File: src/rtl/bus_arbiter_pkg.sv
// rtl/bus_arbiter_pkg.sv - shared FSM encodings, slave address map and decode helper for bus_arbiter
package bus_arbiter_pkg;

    // Arbiter ownership states
    typedef enum logic [1:0] {
        ST_IDLE = 2'b00,
        ST_OWN0 = 2'b01,
        ST_OWN1 = 2'b10
    } arb_state_t;

    // Slave address map (inclusive bounds); anything outside these windows is memory
    localparam logic [31:0] TIM_START  = 32'h1000_0000;
    localparam logic [31:0] TIM_END    = 32'h1000_00FF;
    localparam logic [31:0] UART_START = 32'h1000_0100;
    localparam logic [31:0] UART_END   = 32'h1000_01FF;
    localparam logic [31:0] CRC_START  = 32'h1000_0200;
    localparam logic [31:0] CRC_END    = 32'h1000_02FF;

    // Bit positions inside the one-hot s_sel vector {mem, crc, uart, tim}
    localparam int SEL_TIM  = 0;
    localparam int SEL_UART = 1;
    localparam int SEL_CRC  = 2;
    localparam int SEL_MEM  = 3;

    // Address widths up to 64 bits are compared against the 32-bit map zero-extended
    function automatic logic in_range(input logic [63:0] addr,
                                      input logic [31:0] lo,
                                      input logic [31:0] hi);
        return (addr >= {32'b0, lo}) && (addr <= {32'b0, hi});
    endfunction

endpackage

File: src/rtl/bus_arbiter_if.sv
// rtl/bus_arbiter_if.sv - two-master request/grant bus plus shared slave bus bundle
interface bus_arbiter_if #(
    parameter int ADDR_W = 32,
    parameter int DATA_W = 32
);
    // Master 0 (core)
    logic              m0_req;
    logic              m0_lock;
    logic              m0_w_en;
    logic              m0_r_en;
    logic [ADDR_W-1:0] m0_addr;
    logic [DATA_W-1:0] m0_wdata;
    logic              m0_gnt;
    logic [DATA_W-1:0] m0_rdata;
    logic              m0_rvalid;

    // Master 1 (loader/DMA)
    logic              m1_req;
    logic              m1_lock;
    logic              m1_w_en;
    logic              m1_r_en;
    logic [ADDR_W-1:0] m1_addr;
    logic [DATA_W-1:0] m1_wdata;
    logic              m1_gnt;
    logic [DATA_W-1:0] m1_rdata;
    logic              m1_rvalid;

    // Shared slave bus
    logic              s_w_en;
    logic              s_r_en;
    logic [ADDR_W-1:0] s_addr;
    logic [DATA_W-1:0] s_wdata;
    logic [3:0]        s_sel;
    logic [DATA_W-1:0] s_rdata_tim;
    logic [DATA_W-1:0] s_rdata_uart;
    logic [DATA_W-1:0] s_rdata_crc;
    logic [DATA_W-1:0] s_rdata_mem;

    // Arbiter view: serves both masters and drives the slave bus
    modport slave (
        input  m0_req, m0_lock, m0_w_en, m0_r_en, m0_addr, m0_wdata,
        input  m1_req, m1_lock, m1_w_en, m1_r_en, m1_addr, m1_wdata,
        input  s_rdata_tim, s_rdata_uart, s_rdata_crc, s_rdata_mem,
        output m0_gnt, m0_rdata, m0_rvalid,
        output m1_gnt, m1_rdata, m1_rvalid,
        output s_w_en, s_r_en, s_addr, s_wdata, s_sel
    );

    // Environment view: requesting masters and responding slaves
    modport master (
        output m0_req, m0_lock, m0_w_en, m0_r_en, m0_addr, m0_wdata,
        output m1_req, m1_lock, m1_w_en, m1_r_en, m1_addr, m1_wdata,
        output s_rdata_tim, s_rdata_uart, s_rdata_crc, s_rdata_mem,
        input  m0_gnt, m0_rdata, m0_rvalid,
        input  m1_gnt, m1_rdata, m1_rvalid,
        input  s_w_en, s_r_en, s_addr, s_wdata, s_sel
    );

endinterface

File: src/rtl/bus_arbiter_addr_decode.sv
// rtl/bus_arbiter_addr_decode.sv - combinational slave select decode from the shared bus address
module addr_decode
    import bus_arbiter_pkg::*;
#(
    parameter int ADDR_W = 32
) (
    input  logic [ADDR_W-1:0] addr,
    input  logic              en,
    output logic [3:0]        sel
);

    logic [63:0] addr_ext;

    // One-hot select; nothing is selected unless a strobe is active
    always_comb begin
        sel      = 4'b0000;
        addr_ext = 64'(addr);
        if (en) begin
            if (in_range(addr_ext, TIM_START, TIM_END)) begin
                sel[SEL_TIM] = 1'b1;
            end else if (in_range(addr_ext, UART_START, UART_END)) begin
                sel[SEL_UART] = 1'b1;
            end else if (in_range(addr_ext, CRC_START, CRC_END)) begin
                sel[SEL_CRC] = 1'b1;
            end else begin
                sel[SEL_MEM] = 1'b1;
            end
        end
    end

endmodule

File: src/rtl/bus_arbiter.sv
// rtl/bus_arbiter.sv - two-master bus arbiter with hold limit, lock and read return; optional ARB_ROUND_ROBIN_EN
module bus_arbiter
    import bus_arbiter_pkg::*;
#(
    parameter int ADDR_W   = 32,
    parameter int DATA_W   = 32,
    parameter int HOLD_MAX = 16
) (
    input  logic         clk,
    input  logic         rst,
    bus_arbiter_if.slave bus
);

    localparam int                CNT_W     = $clog2(HOLD_MAX + 1);
    localparam logic [CNT_W-1:0]  HOLD_LAST = CNT_W'(HOLD_MAX - 1);

    arb_state_t        state_q;
    arb_state_t        state_d;
    logic [CNT_W-1:0]  hold_cnt;
    logic              hold_expired;
    logic              other_req;
    logic              prefer_m0;

    logic              s_w_en_c;
    logic              s_r_en_c;
    logic [ADDR_W-1:0] s_addr_c;
    logic [DATA_W-1:0] s_wdata_c;
    logic [3:0]        sel_c;
    logic              owner_id;

    logic              rd_pending;
    logic              rd_id;
    logic [3:0]        rd_sel;
    logic [DATA_W-1:0] rdata_mux;
    logic [DATA_W-1:0] m0_rdata_c;
    logic [DATA_W-1:0] m1_rdata_c;
    logic              m0_rvalid_c;
    logic              m1_rvalid_c;

    assign hold_expired = (hold_cnt == HOLD_LAST);
    assign other_req    = ((state_q == ST_OWN0) && bus.m1_req) ||
                          ((state_q == ST_OWN1) && bus.m0_req);

`ifdef ARB_ROUND_ROBIN_EN
    logic last_m1;

    // Remember who was granted last; starts as m1 so m0 wins the first tie
    always_ff @(posedge clk) begin
        if (rst) begin
            last_m1 <= 1'b1;
        end else if (state_d != state_q) begin
            if (state_d == ST_OWN0) begin
                last_m1 <= 1'b0;
            end else if (state_d == ST_OWN1) begin
                last_m1 <= 1'b1;
            end
        end
    end

    assign prefer_m0 = last_m1;
`else
    assign prefer_m0 = 1'b1;
`endif

    // Ownership state register
    always_ff @(posedge clk) begin
        if (rst) begin
            state_q <= ST_IDLE;
        end else begin
            state_q <= state_d;
        end
    end

    // Next owner: idle arbitration, release handoff, and hold-limit preemption
    always_comb begin
        state_d = state_q;
        case (state_q)
            ST_IDLE: begin
                if (bus.m0_req && bus.m1_req) begin
                    state_d = prefer_m0 ? ST_OWN0 : ST_OWN1;
                end else if (bus.m0_req) begin
                    state_d = ST_OWN0;
                end else if (bus.m1_req) begin
                    state_d = ST_OWN1;
                end
            end
            ST_OWN0: begin
                if (!bus.m0_req) begin
                    state_d = bus.m1_req ? ST_OWN1 : ST_IDLE;
                end else if (bus.m1_req && hold_expired && !bus.m0_lock) begin
                    state_d = ST_OWN1;
                end
            end
            ST_OWN1: begin
                if (!bus.m1_req) begin
                    state_d = bus.m0_req ? ST_OWN0 : ST_IDLE;
                end else if (bus.m0_req && hold_expired && !bus.m1_lock) begin
                    state_d = ST_OWN0;
                end
            end
            default: begin
                state_d = ST_IDLE;
            end
        endcase
    end

    // Count owner cycles while the other master waits; saturates so a locked owner keeps the bus
    always_ff @(posedge clk) begin
        if (rst) begin
            hold_cnt <= '0;
        end else if (state_d != state_q) begin
            hold_cnt <= '0;
        end else if (other_req) begin
            if (!hold_expired) begin
                hold_cnt <= hold_cnt + CNT_W'(1);
            end
        end else begin
            hold_cnt <= '0;
        end
    end

    // Slave bus follows the current owner only; non-owner strobes never reach it
    always_comb begin
        s_w_en_c  = 1'b0;
        s_r_en_c  = 1'b0;
        s_addr_c  = '0;
        s_wdata_c = '0;
        owner_id  = 1'b0;
        case (state_q)
            ST_OWN0: begin
                s_w_en_c  = bus.m0_w_en;
                s_r_en_c  = bus.m0_r_en;
                s_addr_c  = bus.m0_addr;
                s_wdata_c = bus.m0_wdata;
                owner_id  = 1'b0;
            end
            ST_OWN1: begin
                s_w_en_c  = bus.m1_w_en;
                s_r_en_c  = bus.m1_r_en;
                s_addr_c  = bus.m1_addr;
                s_wdata_c = bus.m1_wdata;
                owner_id  = 1'b1;
            end
            default: begin
            end
        endcase
    end

    addr_decode #(
        .ADDR_W (ADDR_W)
    ) u_addr_decode (
        .addr (s_addr_c),
        .en   (s_w_en_c | s_r_en_c),
        .sel  (sel_c)
    );

    // Capture issuer and target of each read so the return survives a handoff
    always_ff @(posedge clk) begin
        if (rst) begin
            rd_pending <= 1'b0;
            rd_id      <= 1'b0;
            rd_sel     <= 4'b0000;
        end else begin
            rd_pending <= s_r_en_c;
            if (s_r_en_c) begin
                rd_id  <= owner_id;
                rd_sel <= sel_c;
            end
        end
    end

    // Route the selected slave's data back to the issuing master for one cycle
    always_comb begin
        rdata_mux   = '0;
        m0_rdata_c  = '0;
        m1_rdata_c  = '0;
        m0_rvalid_c = 1'b0;
        m1_rvalid_c = 1'b0;
        case (rd_sel)
            4'b0001: rdata_mux = bus.s_rdata_tim;
            4'b0010: rdata_mux = bus.s_rdata_uart;
            4'b0100: rdata_mux = bus.s_rdata_crc;
            4'b1000: rdata_mux = bus.s_rdata_mem;
            default: rdata_mux = '0;
        endcase
        if (rd_pending) begin
            if (rd_id) begin
                m1_rdata_c  = rdata_mux;
                m1_rvalid_c = 1'b1;
            end else begin
                m0_rdata_c  = rdata_mux;
                m0_rvalid_c = 1'b1;
            end
        end
    end

    assign bus.m0_gnt    = (state_q == ST_OWN0);
    assign bus.m1_gnt    = (state_q == ST_OWN1);
    assign bus.s_w_en    = s_w_en_c;
    assign bus.s_r_en    = s_r_en_c;
    assign bus.s_addr    = s_addr_c;
    assign bus.s_wdata   = s_wdata_c;
    assign bus.s_sel     = sel_c;
    assign bus.m0_rdata  = m0_rdata_c;
    assign bus.m1_rdata  = m1_rdata_c;
    assign bus.m0_rvalid = m0_rvalid_c;
    assign bus.m1_rvalid = m1_rvalid_c;

endmodule

File: src/flat_wrapper.sv
// flat-port wrapper written by rule: the top's interface ports become plain ports
module bus_arbiter_flat import bus_arbiter_pkg::*;
#(
    parameter int ADDR_W   = 32,
    parameter int DATA_W   = 32,
    parameter int HOLD_MAX = 16
)
  (clk, rst, bus_m0_req, bus_m0_lock, bus_m0_w_en, bus_m0_r_en, bus_m0_addr, bus_m0_wdata, bus_m1_req, bus_m1_lock, bus_m1_w_en, bus_m1_r_en, bus_m1_addr, bus_m1_wdata, bus_s_rdata_tim, bus_s_rdata_uart, bus_s_rdata_crc, bus_s_rdata_mem, bus_m0_gnt, bus_m0_rdata, bus_m0_rvalid, bus_m1_gnt, bus_m1_rdata, bus_m1_rvalid, bus_s_w_en, bus_s_r_en, bus_s_addr, bus_s_wdata, bus_s_sel);
  bus_arbiter_if #(.ADDR_W(ADDR_W), .DATA_W(DATA_W)) bus_i ();
  input  logic clk;
  input  logic rst;
  input wire logic [$bits(bus_i.m0_req)-1:0] bus_m0_req;
  input wire logic [$bits(bus_i.m0_lock)-1:0] bus_m0_lock;
  input wire logic [$bits(bus_i.m0_w_en)-1:0] bus_m0_w_en;
  input wire logic [$bits(bus_i.m0_r_en)-1:0] bus_m0_r_en;
  input wire logic [$bits(bus_i.m0_addr)-1:0] bus_m0_addr;
  input wire logic [$bits(bus_i.m0_wdata)-1:0] bus_m0_wdata;
  input wire logic [$bits(bus_i.m1_req)-1:0] bus_m1_req;
  input wire logic [$bits(bus_i.m1_lock)-1:0] bus_m1_lock;
  input wire logic [$bits(bus_i.m1_w_en)-1:0] bus_m1_w_en;
  input wire logic [$bits(bus_i.m1_r_en)-1:0] bus_m1_r_en;
  input wire logic [$bits(bus_i.m1_addr)-1:0] bus_m1_addr;
  input wire logic [$bits(bus_i.m1_wdata)-1:0] bus_m1_wdata;
  input wire logic [$bits(bus_i.s_rdata_tim)-1:0] bus_s_rdata_tim;
  input wire logic [$bits(bus_i.s_rdata_uart)-1:0] bus_s_rdata_uart;
  input wire logic [$bits(bus_i.s_rdata_crc)-1:0] bus_s_rdata_crc;
  input wire logic [$bits(bus_i.s_rdata_mem)-1:0] bus_s_rdata_mem;
  output wire logic [$bits(bus_i.m0_gnt)-1:0] bus_m0_gnt;
  output wire logic [$bits(bus_i.m0_rdata)-1:0] bus_m0_rdata;
  output wire logic [$bits(bus_i.m0_rvalid)-1:0] bus_m0_rvalid;
  output wire logic [$bits(bus_i.m1_gnt)-1:0] bus_m1_gnt;
  output wire logic [$bits(bus_i.m1_rdata)-1:0] bus_m1_rdata;
  output wire logic [$bits(bus_i.m1_rvalid)-1:0] bus_m1_rvalid;
  output wire logic [$bits(bus_i.s_w_en)-1:0] bus_s_w_en;
  output wire logic [$bits(bus_i.s_r_en)-1:0] bus_s_r_en;
  output wire logic [$bits(bus_i.s_addr)-1:0] bus_s_addr;
  output wire logic [$bits(bus_i.s_wdata)-1:0] bus_s_wdata;
  output wire logic [$bits(bus_i.s_sel)-1:0] bus_s_sel;
  assign bus_i.m0_req = bus_m0_req;
  assign bus_i.m0_lock = bus_m0_lock;
  assign bus_i.m0_w_en = bus_m0_w_en;
  assign bus_i.m0_r_en = bus_m0_r_en;
  assign bus_i.m0_addr = bus_m0_addr;
  assign bus_i.m0_wdata = bus_m0_wdata;
  assign bus_i.m1_req = bus_m1_req;
  assign bus_i.m1_lock = bus_m1_lock;
  assign bus_i.m1_w_en = bus_m1_w_en;
  assign bus_i.m1_r_en = bus_m1_r_en;
  assign bus_i.m1_addr = bus_m1_addr;
  assign bus_i.m1_wdata = bus_m1_wdata;
  assign bus_i.s_rdata_tim = bus_s_rdata_tim;
  assign bus_i.s_rdata_uart = bus_s_rdata_uart;
  assign bus_i.s_rdata_crc = bus_s_rdata_crc;
  assign bus_i.s_rdata_mem = bus_s_rdata_mem;
  assign bus_m0_gnt = bus_i.m0_gnt;
  assign bus_m0_rdata = bus_i.m0_rdata;
  assign bus_m0_rvalid = bus_i.m0_rvalid;
  assign bus_m1_gnt = bus_i.m1_gnt;
  assign bus_m1_rdata = bus_i.m1_rdata;
  assign bus_m1_rvalid = bus_i.m1_rvalid;
  assign bus_s_w_en = bus_i.s_w_en;
  assign bus_s_r_en = bus_i.s_r_en;
  assign bus_s_addr = bus_i.s_addr;
  assign bus_s_wdata = bus_i.s_wdata;
  assign bus_s_sel = bus_i.s_sel;
  bus_arbiter #(.ADDR_W(ADDR_W), .DATA_W(DATA_W), .HOLD_MAX(HOLD_MAX)) u_core (.clk(clk), .rst(rst), .bus(bus_i));
endmodule
File: config.mk
export PLATFORM = sky130hd
export DESIGN_NAME = bus_arbiter_flat
export DESIGN_NICKNAME = d
export VERILOG_FILES = /design/src/rtl/bus_arbiter_pkg.sv /design/src/rtl/bus_arbiter_if.sv /design/src/rtl/bus_arbiter_addr_decode.sv /design/src/rtl/bus_arbiter.sv /design/src/flat_wrapper.sv
export SDC_FILE = /design/constraint.sdc
export NUM_CORES = 1
export LEC_CHECK = 0
export CORE_AREA = 2 2 158 160
export DETAILED_ROUTE_END_ITERATION = 7
export DIE_AREA = 0 0 160 162
export PLACE_DENSITY = 0.51
export SYNTH_ARGS = -nofsm -noshare
export SYNTH_HDL_FRONTEND = slang
export SYNTH_SLANG_ARGS = --single-unit
export TNS_END_PERCENT = 5
File: constraint.sdc
create_clock -name clk -period 2.85 [get_ports clk]
set_clock_uncertainty 0.05 [all_clocks]
set_input_delay 0.7125 -clock clk [delete_from_list [all_inputs] [get_ports clk]]
set_output_delay 0.7125 -clock clk [all_outputs]
set_load 0.005 [all_outputs]
After elaboration in Yosys (flattened, before gate mapping)
Cells that the tools add are included.

word-level totals
  flip-flop bits (word level) = 13
  latch bits = 0
  memory bits (writable) = 0
  ROM bits = 0
  memories = 0

cells by class
  $add $sub $neg = 1
  multiply operators = 0
  div/mod/pow operators = 0
  order comparisons = 6
  equal/unequal tests = 8
  shifts and indexed selects = 0
  multiplexer cells = 31
  bitwise logic cells = 2
  reduce and logical (&&, ||, !) cells = 15

operators with widths
  operator                                                                            number
  32-bit two-way mux                                                                  4
  32-bit case mux with 2 select lines                                                 2
  32-bit case mux with 4 select lines                                                 1
  32-bit by 29-bit >= comparator with 1-bit output, second input constant             3
  32-bit by 29-bit less-or-equal comparator with 1-bit output, second input constant  3
  2-bit two-way mux                                                                   9
  1-bit logical AND                                                                   10
  1-bit two-way mux                                                                   10
  2-bit case mux with 3 select lines                                                  1
  5-bit by 1-bit adder with 5-bit output, second input constant                       1
  5-bit by 4-bit == test with 1-bit output, second input constant                     1
  4-bit by 1-bit == test with 1-bit output, second input constant                     1
  4-bit by 2-bit == test with 1-bit output, second input constant                     1
  4-bit by 3-bit == test with 1-bit output, second input constant                     1
  4-bit == test, second input constant                                                1
  4-bit two-way mux                                                                   1
  1-bit case mux with 2 select lines                                                  2
  3-bit two-way mux                                                                   1
  3-bit OR reduction                                                                  1
  2-bit by 1-bit == test with 1-bit output, second input constant                     1
  2-bit == test, second input constant                                                1
  1-bit logical NOT                                                                   2
  2-bit logical NOT                                                                   1
  2-bit != test                                                                       1
  other kinds (3)                                                                     3

Logic depth before layout (Yosys ltp)
  word-level depth = 8
  gate-level depth with buffers = 10

By module
A second synthesis with hierarchy kept.

unflattened totals
  cell total of the unflattened synthesis = 411
  area total of the unflattened synthesis = 2849.0 um^2

by module, submodules not included
  module       times used  cells an instance  area each (um^2)  seq. area each (um^2)
  bus_arbiter  1           395                2728.9            260.2
  addr_decode  1           16                 120.1             0.0

Least setup slack after synthesis
Ideal clock, no wire load.

  path type = register to output
  start point = register u_core.state_q[1]
  end point = output port bus_s_sel[0]
  data arrival time = 2.040 ns
  data required time = 2.088 ns
  setup slack = 0.047 ns
  cell stages (with the launch flop) = 10
  buffers on the path = 2
  path through = dfxtp_1 inv_1 ha_1 buf_2 buf_6 a22oi_1 nor2_1 nor4_2 nand2_2 nor4_2

between the ends
  word-level cells in the longest chain between the ends = 6

RTL lines
  what                                                                                                                                    RTL line                       RTL
  from (decl)                                                                                                                             bus_arbiter.sv:17              arb_state_t state_q;
  from (signal assigned)                                                                                                                  bus_arbiter.sv:70              state_q <= state_d;
  2-bit by 1-bit == test with 1-bit output *                                                                                              --
  via bus_m0_gnt                                                                                                                          flat_wrapper.sv:28             output wire logic [$bits(bus_i.m0_gnt)-1:0] bus_m0_gnt;
  32-bit case mux with 2 select lines *                                                                                                   bus_arbiter.sv:129             case (state_q)
  via bus_s_addr[16]                                                                                                                      flat_wrapper.sv:36             output wire logic [$bits(bus_i.s_addr)-1:0] bus_s_addr;
  32-bit by 29-bit >= comparator with 1-bit output / 32-bit by 29-bit less-or-equal comparator with 1-bit output (equally long branches)  bus_arbiter_pkg.sv:29          return (addr >= {32'b0, lo}) && (addr <= {32'b0, hi});
  1-bit logical AND *                                                                                                                     bus_arbiter_pkg.sv:29
  1-bit two-way mux *                                                                                                                     bus_arbiter_addr_decode.sv:19  if (in_range(addr_ext, TIM_START, TIM_END)) begin
  4-bit two-way mux *                                                                                                                     bus_arbiter_addr_decode.sv:18  if (en) begin
  to (decl)                                                                                                                               flat_wrapper.sv:38             output wire logic [$bits(bus_i.s_sel)-1:0] bus_s_sel;

The timed path passes the listed nets; every way through them passes the cells marked *.

Worst setup path in the final report
  start point = register u_core.state_q[0]
  end point = output port bus_s_sel[3]

between the ends
  word-level cells in the longest chain between the ends = 8

RTL lines
  what                                                                                                                                    RTL line                       RTL
  2-bit == test / 2-bit by 1-bit == test with 1-bit output (equally long branches)                                                        bus_arbiter.sv:129
  32-bit case mux with 2 select lines                                                                                                     bus_arbiter.sv:129
  32-bit by 29-bit >= comparator with 1-bit output / 32-bit by 29-bit less-or-equal comparator with 1-bit output (equally long branches)  bus_arbiter_pkg.sv:29
  1-bit logical AND                                                                                                                       bus_arbiter_pkg.sv:29
  1-bit two-way mux                                                                                                                       bus_arbiter_addr_decode.sv:23  end else if (in_range(addr_ext, CRC_START, CRC_END)) begin
  2-bit two-way mux                                                                                                                       bus_arbiter_addr_decode.sv:21  end else if (in_range(addr_ext, UART_START, UART_END)) begin
  3-bit two-way mux                                                                                                                       bus_arbiter_addr_decode.sv:19
  4-bit two-way mux *                                                                                                                     bus_arbiter_addr_decode.sv:18

Every way passes the cells marked *; elsewhere a longest branch is shown, timed or not.

==> insert_results.sql <==
INSERT INTO impl_metrics (metric_group, metric, value, unit) VALUES
('routing', 'via_count', '5534', ''),
('routing', 'drt_drc_violations_left', '0', ''),
('synthesis', 'postSynthCellCount', '464', ''),
('flow_run', 'cap_viol_max_count', '0', ''),
('power_and_ir_drop', 'power-per-cell-area', '175', 'nW/um^2'),
('synthesis', 'yosys.area.top_type', 'sky130_fd_sc_hd__a22oi_1', ''),
('finish', 'fill_cells', '2577', ''),
('routing', 'ant_nets', '0', ''),
('floorplan', 'std_cell_rows', '57', ''),
('clock_tree', 'cts_sinks', '13', ''),
('power_and_ir_drop', 'finalPower', '1.51', 'mW'),
('placed_design', 'number_of_instances_in_the_placed_design', '1222', ''),
('sta', 'relSlewSlack', '65.1', '%'),
('routing', 'first_iter_violations', '306', ''),
('finish', 'num-nets-final', '1211', ''),
('floorplan', 'area_of_the_core', '24100', 'sq um'),
('sta', 'worstMarginPinSlew', '0.522', 'ns'),
('sta', 'max_clock_freq', '326', 'MHz'),
('synthesis', 'synth_cell_types', '45', ''),
('floorplan', 'vertical_die_dimension', '162', 'um'),
('finish', 'most_common_cell_after_layout_fill_and_taps_aside', 'sky130_fd_sc_hd__clkdlybuf4s50_1', ''),
('synthesis', 'number_of_storage_elements_in_the_synthesis_netlist', '13', ''),
('synthesis', 'synth_edf_count', '0', ''),
('synthesis', 'synth.yosys.seq_area_share', '8.54', '%'),
('synthesis', 'synth_top_cell_area_share', '30.0', '%'),
('placed_design', 'portBuffers', '403', ''),
('sta', 'layout_worst_path_cycle_share', '108', '%'),
('clock_tree', 'cts_tree', 'done', ''),
('floorplan', 'die_area', '25900', 'sq um'),
('global_routing', 'initial_antenna_violation_count', '1', ''),
('synthesis', 'synth_area_per_cell', '6.57', 'sq um'),
('synthesis', 'async_reset_ff_share', '0', '%'),
('finish', 'layout.cells.most_common_list', 'sky130_fd_sc_hd__clkdlybuf4s50_1 (317), sky130_fd_sc_hd__a22oi_1 (97), sky130_fd_sc_hd__buf_4 (95), sky130_fd_sc_hd__and2_1 (69), sky130_fd_sc_hd__dlygate4sd2_1 (64)', ''),
('routing', 'drt-pass1-iter-count', '4', ''),
('floorplan', 'die-width', '160', 'um'),
('global_routing', 'global_route.usage.total', '15.6', '%'),
('routing', 'vias_per_cell', '4.38', ''),
('sta', 'timing.final.crit_period', '3.07', 'ns'),
('status', 'run_status', 'finished, violations left', ''),
('routing', 'wl_per_cell', '17.1', 'um'),
('worst_setup_path', 'worst-path-max-fanout', '6', ''),
('sta', 'fin_setup_tns', '-3.96', 'ns'),
('worst_setup_path', 'crit_path_end_kind', 'primary output', ''),
('global_routing', 'grt_first_pass_wirelength', '32300', 'um'),
('worst_setup_path', 'critical_path_startpoint_category', 'flip-flop', ''),
('clock_tree', 'clkTransAtPathRegs', '0.04', 'ns'),
('synthesis', 'synth-main-ff-cell', 'sky130_fd_sc_hd__dfxtp_1', ''),
('clock_tree', 'cts_htree_levels', '1', ''),
('sta', 'timing.final.setup_violations', '54', ''),
('clock_tree', 'clockBufferDepth', '2', ''),
('floorplan', 'pin_count', '404', ''),
('finish', 'drive_above_1_share', '21.0', '%'),
('clock_tree', 'worst_skew_pair.late_latency', '0.24', 'ns'),
('finish', 'instances_no_fill', '1263', ''),
('synthesis', 'syn-cell-area', '3050', 'sq um'),
('worst_setup_path', 'critPathRequiredTime', '2.09', 'ns'),
('routing', 'detail_route.wirelength', '21700', 'um'),
('clock_tree', 'clk_root_buffer_cell', 'sky130_fd_sc_hd__clkbuf_16', ''),
('sta', 'grt_setup_unrepaired', 'true', ''),
('sta', 'setup_ws', '-0.220', 'ns'),
('sta', 'hold_violations', '0', ''),
('placed_design', 'routabilityCongestion', '0.842', ''),
('synthesis', 'yosysWarningCount', '0', ''),
('finish', 'final_util', '35.8', '%'),
('floorplan', 'effective_utilization_at_floorplan', '12.6', '%'),
('status', 'failed_checks', 'negative setup slack', ''),
('power_and_ir_drop', 'ir_drop', '0.191', 'mV'),
('clock_tree', 'tritoncts.num_buffers', '3', ''),
('synthesis', 'post_synth_net_total', '736', ''),
('power_and_ir_drop', 'power.leakage', '3.70', 'nW'),
('placed_design', 'dp_hpwl', '17200', 'um'),
('global_routing', 'vias_in_the_first_global_route', '5678', ''),
('worst_setup_path', 'cp.arrival', '2.31', 'ns'),
('worst_hold_path', 'hold_path.class', 'reg -> reg', ''),
('global_routing', 'grt_start_max_net_pins', '38', ''),
('sta', 'slew_violations', '0', ''),
('global_routing', 'global_route.overflow_total', '0', ''),
('worst_setup_path', 'timing_worst_setup_path_type', 'reg -> out', ''),
('finish', 'area_growth', '183', '%'),
('synthesis', 'synth_top_cells_by_area', 'sky130_fd_sc_hd__a22oi_1 (30%), sky130_fd_sc_hd__and2_1 (14%), sky130_fd_sc_hd__nor2_1 (8.7%)', '');
==> cell type report <==
type	instances	area, sq um	share of cell area [%]
inverter	10	40.0	0.465
multi-input combinational	397	2860	33.2
sequential	13	270	3.14
antenna	1	2.50	0.0290
timing repair buffer	514	4960	57.5
clock buffer	4	78.8	0.915
tap	324	405	4.70
==> final timing paths <==
check	startpoint	end	slack [ns]	depth (start not counted)
setup / recovery	u_core.state_q[0]$_SDFF_PP0_	bus_s_sel[3]	-0.22	11
hold / removal	u_core.rd_id$_SDFFE_PP0P_	u_core.rd_id$_SDFFE_PP0P_	0.42	2
setup reg to reg	u_core.state_q[0]$_SDFF_PP0_	u_core.rd_sel[2]$_SDFFE_PP0P_	0.05	17
hold reg to reg	u_core.rd_id$_SDFFE_PP0P_	u_core.rd_id$_SDFFE_PP0P_	0.42	2
==> Yosys cell counts (all sizes together) (2+ instances only) <==
library cell	instances
a41oi	4
nor3b	3
nor4	10
nor2	71
nor3	5
nor2b	4
dfxtp	13
inv	10
clkbuf	24
a22o	3
nand4	3
a21oi	11
and3	2
nor4b	5
a22oi	128
xnor2	2
a31oi	3
nand3	5
ha	6
nand2	41
and2	69
o21ai	6
o41ai	2
buf	20
nand3b	2
==> worst max-delay path, cell delays in order, from the launching register on <==
cell and delay, ns:
sky130_fd_sc_hd__dfxtp_2 0.35, sky130_fd_sc_hd__inv_2 0.06, sky130_fd_sc_hd__ha_4 0.20, sky130_fd_sc_hd__buf_6 0.14, sky130_fd_sc_hd__a22oi_2 0.23, sky130_fd_sc_hd__a41oi_2 0.16, sky130_fd_sc_hd__nor4_2 0.24, sky130_fd_sc_hd__buf_4 0.17
sky130_fd_sc_hd__nand2_4 0.08, sky130_fd_sc_hd__buf_6 0.14, sky130_fd_sc_hd__o21a_1 0.15, sky130_fd_sc_hd__buf_2 0.13
==> report_power, final <==
group	switching [mW]	leakage (nW)	internal (mW)	total [mW]
clock	0.0713	0.0382	0.188	0.259
combinational	0.401	3.55	0.655	1.06
sequential	0.00481	0.108	0.186	0.191
total	0.477	3.70	1.03	1.51
==> sequential cells by signal (all words and copies together), names as in the netlist <==
signal	count
u_core.rd_sel	4
u_core.state_q	2
u_core.hold_cnt	5
u_core.rd_pending	1
u_core.rd_id	1
==> through the flow <==
stage / hold WS [ns] / instance area (sq um) / worst slack, ns
floorplan: 0.395 / 3050 / 0.0471
global placement: 0.419 / 7990 / -0.864
detailed placement: 0.424 / 7990 / -0.907
CTS: 0.430 / 8500 / -0.164
global route: 0.461 / 8620 / -0.306
finish: 0.421 / 8620 / -0.220
==> timing repair <==
| item | in CTS | in global routing |
|---|---|---|
| cloned | 0 | 0 |
| pin swaps | 44 | 1 |
| setup endpoints to repair | 117 | 101 |
| resized for setup | 143 | 35 |
| buffers inserted | 36 | 0 |
| endpoints found under the hold margin | 0 | 0 |
| hold buffers | 0 | 0 |
==> metal layers <==
metal  part of all wire, %  track usage, %
met1                    38            17.2
met4                   1.5            3.44
met5                     0               0
met2                    52            30.3
met3                   7.9            3.63
==> kinds of logic (layout without fill, tap and decap cells) <==
| group | count (synthesis) | count (layout) | synth area share, % |
|---|---|---|---|
| AND/OR/NAND/NOR | 221 | 221 | 38.2 |
| multiplexers | 1 | 1 | 0.328 |
| XOR/XNOR | 3 | 3 | 0.862 |
| other | 0 | 1 | 0 |
| adder cells (fa/ha/maj) | 6 | 6 | 2.46 |
| AO/OA/AOI/OAI | 166 | 166 | 41.8 |
| flip-flops | 13 | 13 | 8.54 |
| buffers and inverters | 54 | 528 | 7.84 |
No activity file was read; power rests on OpenSTA's default activity.
